$ cat src/rtl/spi_acc_pkg.sv
// Shared encodings for the SPI accelerator readback path: FSM states and half-word selects.
// Latency: none, definitions only.
// Backpressure: none, definitions only.
package spi_acc_pkg;

    typedef enum logic [3:0] {
        RB_IDLE      = 4'd0,
        RB_ENABLE    = 4'd1,
        RB_READ_REQ  = 4'd2,
        RB_READ_WAIT = 4'd3,
        RB_SEND_HI   = 4'd4,
        RB_SEND_LO   = 4'd5,
        RB_NEXT      = 4'd6,
        RB_END_DONE  = 4'd7,
        RB_SEND_CSUM = 4'd8
    } rb_state_e;

    localparam logic HALF_LO = 1'b0;
    localparam logic HALF_HI = 1'b1;

endpackage

$ cat src/rtl/spi_acc_tx_hs.sv
// Half-word holding register with a valid/ready handshake toward the SPI transmitter.
// Latency: a load presents its data as valid on the following cycle.
// Backpressure: valid and data hold until tx_rdy; a load on the firing cycle keeps valid up.
module spi_acc_tx_hs
#(
    parameter int DAT_W = 8
)
(
    input  logic             wb_clk,
    input  logic             wb_rst_n,
    input  logic             load,
    input  logic [DAT_W-1:0] load_dat,
    input  logic             tx_rdy,
    output logic             tx_vld,
    output logic [DAT_W-1:0] tx_dat,
    output logic             tx_fire
);

    assign tx_fire = tx_vld & tx_rdy;

    // The FSM only loads when the register is empty or firing, so data never changes under a stall.
    always_ff @(posedge wb_clk or negedge wb_rst_n) begin
        if (!wb_rst_n) begin
            tx_vld <= 1'b0;
            tx_dat <= '0;
        end else if (load) begin
            tx_vld <= 1'b1;
            tx_dat <= load_dat;
        end else if (tx_fire) begin
            tx_vld <= 1'b0;
        end
    end

endmodule

$ cat src/rtl/spi_acc_readback.sv
// Readback FSM: streams SNN words to the SPI transmitter as high then low half-words (SPI_ACC_READBACK_CSUM_EN appends an XOR checksum).
// Latency: spi_en 1 cycle after start, first half-word 4 cycles after start, then 4+RD_LAT cycles per word.
// Backpressure: tx valid holds with stable data until i_spi_tx_ready; the FSM stalls in the send states meanwhile.
module spi_acc_readback
    import spi_acc_pkg::*;
#(
    parameter int WORD_W = 16,
    parameter int ADDR_W = 8,
    parameter int RD_LAT = 1
)
(
    input  logic                wb_clk,
    input  logic                wb_rst_n,
    input  logic                i_if_start,
    input  logic [ADDR_W-1:0]   i_if_base,
    input  logic [ADDR_W-1:0]   i_if_len,
    output logic                o_if_busy,
    output logic                o_if_done,
    output logic                o_snn_re,
    output logic [ADDR_W-1:0]   o_snn_addr,
    input  logic [WORD_W-1:0]   i_snn_rdata,
    output logic                o_spi_en,
    output logic [WORD_W/2-1:0] o_spi_tx_data,
    output logic                o_spi_tx_valid,
    input  logic                i_spi_tx_ready
);

    localparam int HALF_W = WORD_W / 2;
    localparam int LAT_W  = (RD_LAT > 1) ? $clog2(RD_LAT) : 1;

    function automatic logic [HALF_W-1:0] half_sel(input logic [WORD_W-1:0] w, input logic sel);
        return sel ? w[WORD_W-1:HALF_W] : w[HALF_W-1:0];
    endfunction

    rb_state_e         state_q;
    rb_state_e         state_nxt;
    logic [ADDR_W-1:0] addr_q;
    logic [ADDR_W-1:0] rem_q;
    logic [ADDR_W-1:0] addr_hold_q;
    logic [LAT_W-1:0]  lat_q;
    logic [HALF_W-1:0] cap_lo_q;
    logic              lat_last;
    logic              last_word;
    logic              tx_load;
    logic [HALF_W-1:0] tx_load_dat;
    logic              tx_fire;
`ifdef SPI_ACC_READBACK_CSUM_EN
    logic [HALF_W-1:0] csum_q;
`endif

    assign lat_last  = (lat_q == LAT_W'(RD_LAT - 1));
    assign last_word = (rem_q == ADDR_W'(1));

    always_ff @(posedge wb_clk or negedge wb_rst_n) begin
        if (!wb_rst_n) state_q <= RB_IDLE;
        else           state_q <= state_nxt;
    end

    always_comb begin
        state_nxt = state_q;
        case (state_q)
            RB_IDLE:      if (i_if_start) state_nxt = (i_if_len == '0) ? RB_END_DONE : RB_ENABLE;
            RB_ENABLE:    state_nxt = RB_READ_REQ;
            RB_READ_REQ:  state_nxt = RB_READ_WAIT;
            RB_READ_WAIT: if (lat_last) state_nxt = RB_SEND_HI;
            RB_SEND_HI:   if (tx_fire) state_nxt = RB_SEND_LO;
            RB_SEND_LO:   if (tx_fire) state_nxt = RB_NEXT;
`ifdef SPI_ACC_READBACK_CSUM_EN
            RB_NEXT:      state_nxt = last_word ? RB_SEND_CSUM : RB_READ_REQ;
            RB_SEND_CSUM: if (tx_fire) state_nxt = RB_END_DONE;
`else
            RB_NEXT:      state_nxt = last_word ? RB_END_DONE : RB_READ_REQ;
`endif
            RB_END_DONE:  state_nxt = RB_IDLE;
            default:      state_nxt = RB_IDLE;
        endcase
    end

    // The high half goes straight from the read bus into the holding register, so only the low half is captured.
    always_comb begin
        o_if_busy   = (state_q != RB_IDLE);
        o_if_done   = 1'b0;
        o_snn_re    = 1'b0;
        o_snn_addr  = addr_hold_q;
        o_spi_en    = 1'b0;
        tx_load     = 1'b0;
        tx_load_dat = '0;
        case (state_q)
            RB_ENABLE:    o_spi_en = 1'b1;
            RB_READ_REQ: begin
                o_snn_re   = 1'b1;
                o_snn_addr = addr_q;
            end
            RB_READ_WAIT: if (lat_last) begin
                tx_load     = 1'b1;
                tx_load_dat = half_sel(i_snn_rdata, HALF_HI);
            end
            RB_SEND_HI:   if (tx_fire) begin
                tx_load     = 1'b1;
                tx_load_dat = cap_lo_q;
            end
`ifdef SPI_ACC_READBACK_CSUM_EN
            RB_NEXT:      if (last_word) begin
                tx_load     = 1'b1;
                tx_load_dat = csum_q;
            end
`endif
            RB_END_DONE:  o_if_done = 1'b1;
            default:      ;
        endcase
    end

    always_ff @(posedge wb_clk or negedge wb_rst_n) begin
        if (!wb_rst_n) begin
            addr_q      <= '0;
            rem_q       <= '0;
            addr_hold_q <= '0;
            lat_q       <= '0;
            cap_lo_q    <= '0;
        end else begin
            case (state_q)
                RB_IDLE: if (i_if_start && (i_if_len != '0)) begin
                    addr_q <= i_if_base;
                    rem_q  <= i_if_len;
                end
                RB_READ_REQ: begin
                    addr_hold_q <= addr_q;
                    lat_q       <= '0;
                end
                RB_READ_WAIT: begin
                    lat_q <= lat_q + 1'b1;
                    if (lat_last) cap_lo_q <= half_sel(i_snn_rdata, HALF_LO);
                end
                RB_NEXT: if (!last_word) begin
                    addr_q <= addr_q + 1'b1;
                    rem_q  <= rem_q - 1'b1;
                end
                default: ;
            endcase
        end
    end

`ifdef SPI_ACC_READBACK_CSUM_EN
    always_ff @(posedge wb_clk or negedge wb_rst_n) begin
        if (!wb_rst_n) begin
            csum_q <= '0;
        end else if (state_q == RB_ENABLE) begin
            csum_q <= '0;
        end else if (tx_fire && ((state_q == RB_SEND_HI) || (state_q == RB_SEND_LO))) begin
            csum_q <= csum_q ^ o_spi_tx_data;
        end
    end
`endif

    spi_acc_tx_hs #(.DAT_W(HALF_W)) u_tx_hs (
        .wb_clk   (wb_clk),
        .wb_rst_n (wb_rst_n),
        .load     (tx_load),
        .load_dat (tx_load_dat),
        .tx_rdy   (i_spi_tx_ready),
        .tx_vld   (o_spi_tx_valid),
        .tx_dat   (o_spi_tx_data),
        .tx_fire  (tx_fire)
    );

endmodule
$ cat config.mk
export PLATFORM = sky130hd
export DESIGN_NAME = spi_acc_readback
export DESIGN_NICKNAME = d
export VERILOG_FILES = /design/src/rtl/spi_acc_pkg.sv /design/src/rtl/spi_acc_tx_hs.sv /design/src/rtl/spi_acc_readback.sv
export SDC_FILE = /design/constraint.sdc
export NUM_CORES = 1
export LEC_CHECK = 0
export ABC_AREA = 1
export CAP_MARGIN = 20
export CORE_AREA = 4 4 80 82
export CTS_CLUSTER_DIAMETER = 30
export CTS_CLUSTER_SIZE = 16
export DETAILED_ROUTE_END_ITERATION = 6
export DIE_AREA = 0 0 84 86
export PLACE_DENSITY = 0.75
export SLEW_MARGIN = 20
export SYNTH_ARGS = -nofsm -noshare
export SYNTH_HDL_FRONTEND = slang
export SYNTH_SLANG_ARGS = --single-unit
$ cat constraint.sdc
create_clock -name wb_clk -period 1.4 [get_ports wb_clk]
set_input_delay 0.28 -clock wb_clk [delete_from_list [all_inputs] [get_ports wb_clk]]
set_output_delay 0.28 -clock wb_clk [all_outputs]
set_load 0.05 [all_outputs]
=== Yosys cells after proc, flatten, opt, wreduce, memory -nomap -nowiden ===
Cells that the tools add are included.

* Register bits after elaboration: 46
* Input bits: 36
* Output and inout port bits: 21
* Word-level logic and storage cells: 64

* Reductions and logical operators: 11
* Mux-type cells: 26
* Bitwise logic cells: 2
* Equality and inequality tests: 14
* Add/sub/neg operators: 3

{| class="wikitable"
|+ Operator list
! cell !! count
|-
| $mux W8 || 7
|-
| $pmux W8 S2 || 3
|-
| $pmux W4 S7 || 1
|-
| $eq A4 B3 Y1 const B || 4
|-
| $mux W4 || 4
|-
| $ne A2 B2 Y1 const B || 6
|-
| $add A8 B1 Y8 const B || 1
|-
| $eq A4 B2 Y1 const B || 2
|-
| $eq A8 B1 Y1 const B || 1
|-
| $logic_not A8 Y1 || 1
|-
| $reduce_bool A8 Y1 || 1
|-
| $sub A8 B1 Y8 const B || 1
|-
| $mux W1 || 7
|-
| $mux W3 || 2
|-
| $reduce_bool A2 Y1 || 3
|-
| $eq A4 B1 Y1 const B || 1
|-
| $logic_not A4 Y1 || 1
|-
| $pmux W1 S2 || 2
|-
| $reduce_and A4 Y1 || 1
|-
| $reduce_bool A4 Y1 || 1
|-
| $reduce_and A3 Y1 || 1
|-
| $reduce_and A2 Y1 || 1
|-
| $add A1 B1 Y1 const B || 1
|-
| $and A1 B1 Y1 || 1
|-
| 2 further kinds || 2
|}

=== Longest topological paths before layout ===
* Word-level depth: 4
* Mapped depth: 11

=== Cells and area by module ===
From an unflattened synthesis, not the netlist that was laid out.

* Cell total of the unflattened synthesis: 342
* Area, all modules: 2565.0 um^2

{| class="wikitable"
|+ Modules (own cells, without submodules)
! module !! cells an instance !! times used !! seq. area each (um^2) !! area each (um^2)
|-
| spi_acc_readback || 302 || 1 || 900.9 || 2215.9
|-
| spi_acc_tx_hs || 40 || 1 || 225.2 || 349.1
|}

=== Worst setup path after synthesis ===
Ideal clock, no wire load.

* Kind: reg2out
* From: reg state_q[2]
* To: out o_snn_addr[0]
* Data arrival time: 2122 ps
* Slack: -1002 ps
* Cell stages (with the launch flop): 6
* Path buffers: 2
* Cells stage by stage: dfrtp_1 -> buf_2 -> nor2_1 -> nand2_1 -> clkbuf_1 -> o21ai_0

* Longest elaborated chain between the ends: 2

{| class="wikitable"
|+ Ends and longest elaborated chain
! what !! line !! RTL
|-
| from (decl) || spi_acc_readback.sv:35 || <nowiki>rb_state_e state_q;</nowiki>
|-
| from (signal assigned) || spi_acc_readback.sv:56 || <nowiki>else state_q <= state_nxt;</nowiki>
|-
| $eq A4 B2 Y1 || spi_acc_readback.sv:88 || <nowiki>case (state_q)</nowiki>
|-
| $mux W8 || - ||
|-
| to (decl) || spi_acc_readback.sv:20 || <nowiki>output logic [ADDR_W-1:0] o_snn_addr,</nowiki>
|}

Every way passes these cells.

=== Worst setup path after layout ===
* From: reg state_q[2]
* To: out o_snn_addr[2]

The elaborated chain is that of the path after synthesis.

==> metrics.yaml <==
p_per_area_nw_per_um2: 2587
crit_type: "reg -> out"
endpoint_kind: "primary output"
die_w_um: 84
via_per_inst: 5.149
wl_mm: 8.347
drive_gt1_share_pct: 40.63
period_needed_ps: 1812
cts_root_buf: "clkbuf_8"
cp_max_fo: 5
cp_slowest_cell: "dfrtp_2"
drv_slew: 0
rr_startpoint: "state_q[2]"
status: "finished with violations"
postRouteAntennaNets: 0
rsz0062_at_grt: "yes"
finalClockSkew_ps: 4.913
fmax_mhz: 551.8
first_iter_violations: 194
worst_pin_slew_ps: 319.7
vias: 2693
crit_arrival_ps: 1530
yosysWarningCount: 0
routedWlPerCell_um: 15.96
port_buffers: 56
grt_antenna_before_repair: 0
critPathRequiredTime_ps: 1120
maxCapViolations: 0
crit_chain: "nor2_4, buf_12, nand2_8, o21ai_4, buf_12"
dieArea_sq_um: 7224
hold_class: "in -> async"
cts_buffer_depth: 2
start_util_pct: 43.86
gr-usage-all-layers_pct: 23.77
cts_tree: "built"
place_hpwl_mm: 4.792
synth_seq_area_share_pct: 44.69
grt_max_degree: 46
setup.worst_path.start_class: "flop"
gr-total-overflow: 0
coreArea_sq_um: 5746
drc_errors: 0
antenna_cells: 0
grt_pass1_wl_mm: 13.60
finalHoldViolCount: 0
reg2reg_to: "rem_q[0]"
yosysUniqueCellTypes: 31
ff2ff_setup_slack_ps: -350
fin_nets: 486
relSlewSlack_pct: 78.46
first_global_vias: 2773
ir_worst_vdd_uv: 1438
setup_ws_ps: -412.3
place_congestion: 0.8751
synth_nets: 364
critPathMaxStageDelay_ps: 450
yosys_register_bits: 45
r2r_cells: 12
synth_area_per_cell_sq_um: 7.754
p_leak_nw: 2.080
cts_buffers: 5
drt-pass1-iter-count: 5
syn_to_final_growth_pct: 75.47
clk_latency_ps: 310
synth_cells: 325
dp_slack_ps: -446.7
fillers: 367
ios: 57
cts.clk_slew.worst_paths_ps: 80
die_h_um: 86
crit_path_frequent_cell: "buf_12"
rows: 28
violations: "negative setup slack"
htree_num_levels: 2
synth_area_sq_um: 2520
setup_viol: 47
p_total_mw: 11.44
timing.final.crit_share_pct: 129.4
cts.sinks: 45
[state kept, by name (all words and copies together), names as in the netlist]
register	flops
cap_lo_q	8
addr_q	8
u_tx_hs.tx_dat	8
u_tx_hs.tx_vld	1
state_q	3
addr_hold_q	8
lat_q	1
rem_q	8
[worst max-delay path: cells and delay by family (launching register included)]
family | cells | cell delay (ps)
and+or+nand+nor | 2 | 260
AOI/OAI and AO/OA | 1 | 200
DFF | 1 | 450
buffers and inverters | 2 | 310
[Yosys cell counts, drive strengths merged]
| master | count | area, sq um |
|---|---|---|
| and2 | 1 | 6.260 |
| and3 | 1 | 6.260 |
| buf | 9 | 71.32 |
| clkbuf | 1 | 3.750 |
| dfrtp | 45 | 1126 |
| ha | 3 | 37.54 |
| inv | 36 | 137.6 |
| nand2 | 126 | 500.5 |
| nand3 | 22 | 132.6 |
| nand3b | 1 | 7.510 |
| nand4 | 5 | 31.28 |
| nor2 | 23 | 121.4 |
| nor3 | 4 | 31.28 |
| o211ai | 7 | 52.55 |
| o21ai | 35 | 212.7 |
| o21bai | 1 | 7.510 |
| or2 | 4 | 25.03 |
| xnor2 | 1 | 8.760 |
[layout make-up]
class                      instances  area (sq um)  area share (%)
sequential                        45          1131           25.58
clock buffer                       7         86.33           1.952
clock inverter                     1         30.03          0.6791
tap                               75         93.84           2.122
inverter                          36         155.1           3.509
timing repair buffer             120          1395           31.55
multi-input combinational        239          1530           34.61
[cells in the final DEF (no fill, tap or decap), types with 3 or more instances in the layout]
cell	n
buf_12	27
buf_4	39
buf_6	17
clkbuf_8	6
clkdlybuf4s50_1	34
dfrtp_1	41
dfrtp_2	4
ha_1	3
inv_1	28
inv_2	3
nand2_1	95
nand2_2	24
nand2_4	6
nand2_8	3
nand3_1	15
nand3_2	4
nand3_4	3
nand4_1	5
nor2_1	15
nor2_4	6
o211ai_1	7
o21ai_0	14
o21ai_2	12
o21ai_4	8
or2_2	3
[stage by stage]
step                      setup TNS, ps  cells  hold WS, ps  utilization (%)  instance area, sq um
final                            -10760    523        478.0            76.96                  4422
after global routing             -13430    523        498.1            76.96                  4422
after CTS                         -7956    520        491.5            75.50                  4338
after detailed placement         -10560    488        279.1            65.94                  3789
after global placement            -9283    488        279.6            65.94                  3789
after floorplan                   -1762    325       -15.59                -                  2691
[metal layers]
metal / share of wire, % / global-route usage [%]
met5: 0 / 0
met4: 3.5 / 10.82
met3: 6.0 / 5.379
met2: 52 / 42.66
met1: 38 / 26.97
[cells by family after synthesis]
logic type	share of synthesized area (%)
and+or+nand+nor	34.21
buffers and inverters	8.441
DFF	44.69
AOI/OAI and AO/OA	10.82
adders and majority gates	1.490
xor gates and xnor gates	0.3476
[timing repair]
item                                   in CTS  in global routing
pin swaps                                  13                 20
hold buffers                                1                  0
setup endpoints to repair                  48                 48
resized for setup                          46                 30
cloned                                      5                  1
buffers inserted                           19                  5
endpoints found under the hold margin      45                  0
[report_power, final]
| part | switching [mW] | total, mW | internal, mW |
|---|---|---|---|
| clock | 0.462 | 1.04 | 0.582 |
| combinational | 4.33 | 7.96 | 3.63 |
| sequential | 0.500 | 2.44 | 1.94 |
[worst max-delay path by stage]
stage	startpoint	end	slack, ps	depth (start not counted)
after floorplan	state_q[2]	o_snn_addr[0]	-120	5
after global placement	i_if_len[6]	addr_q[1]	-390	8
after detailed placement	i_if_len[6]	rem_q[0]	-450	8
after CTS	state_q[1]	o_snn_addr[1]	-360	6
after global routing	state_q[2]	o_snn_addr[2]	-440	5
final	state_q[2]	o_snn_addr[2]	-410	5
No activity file was read; power rests on OpenSTA's default activity.
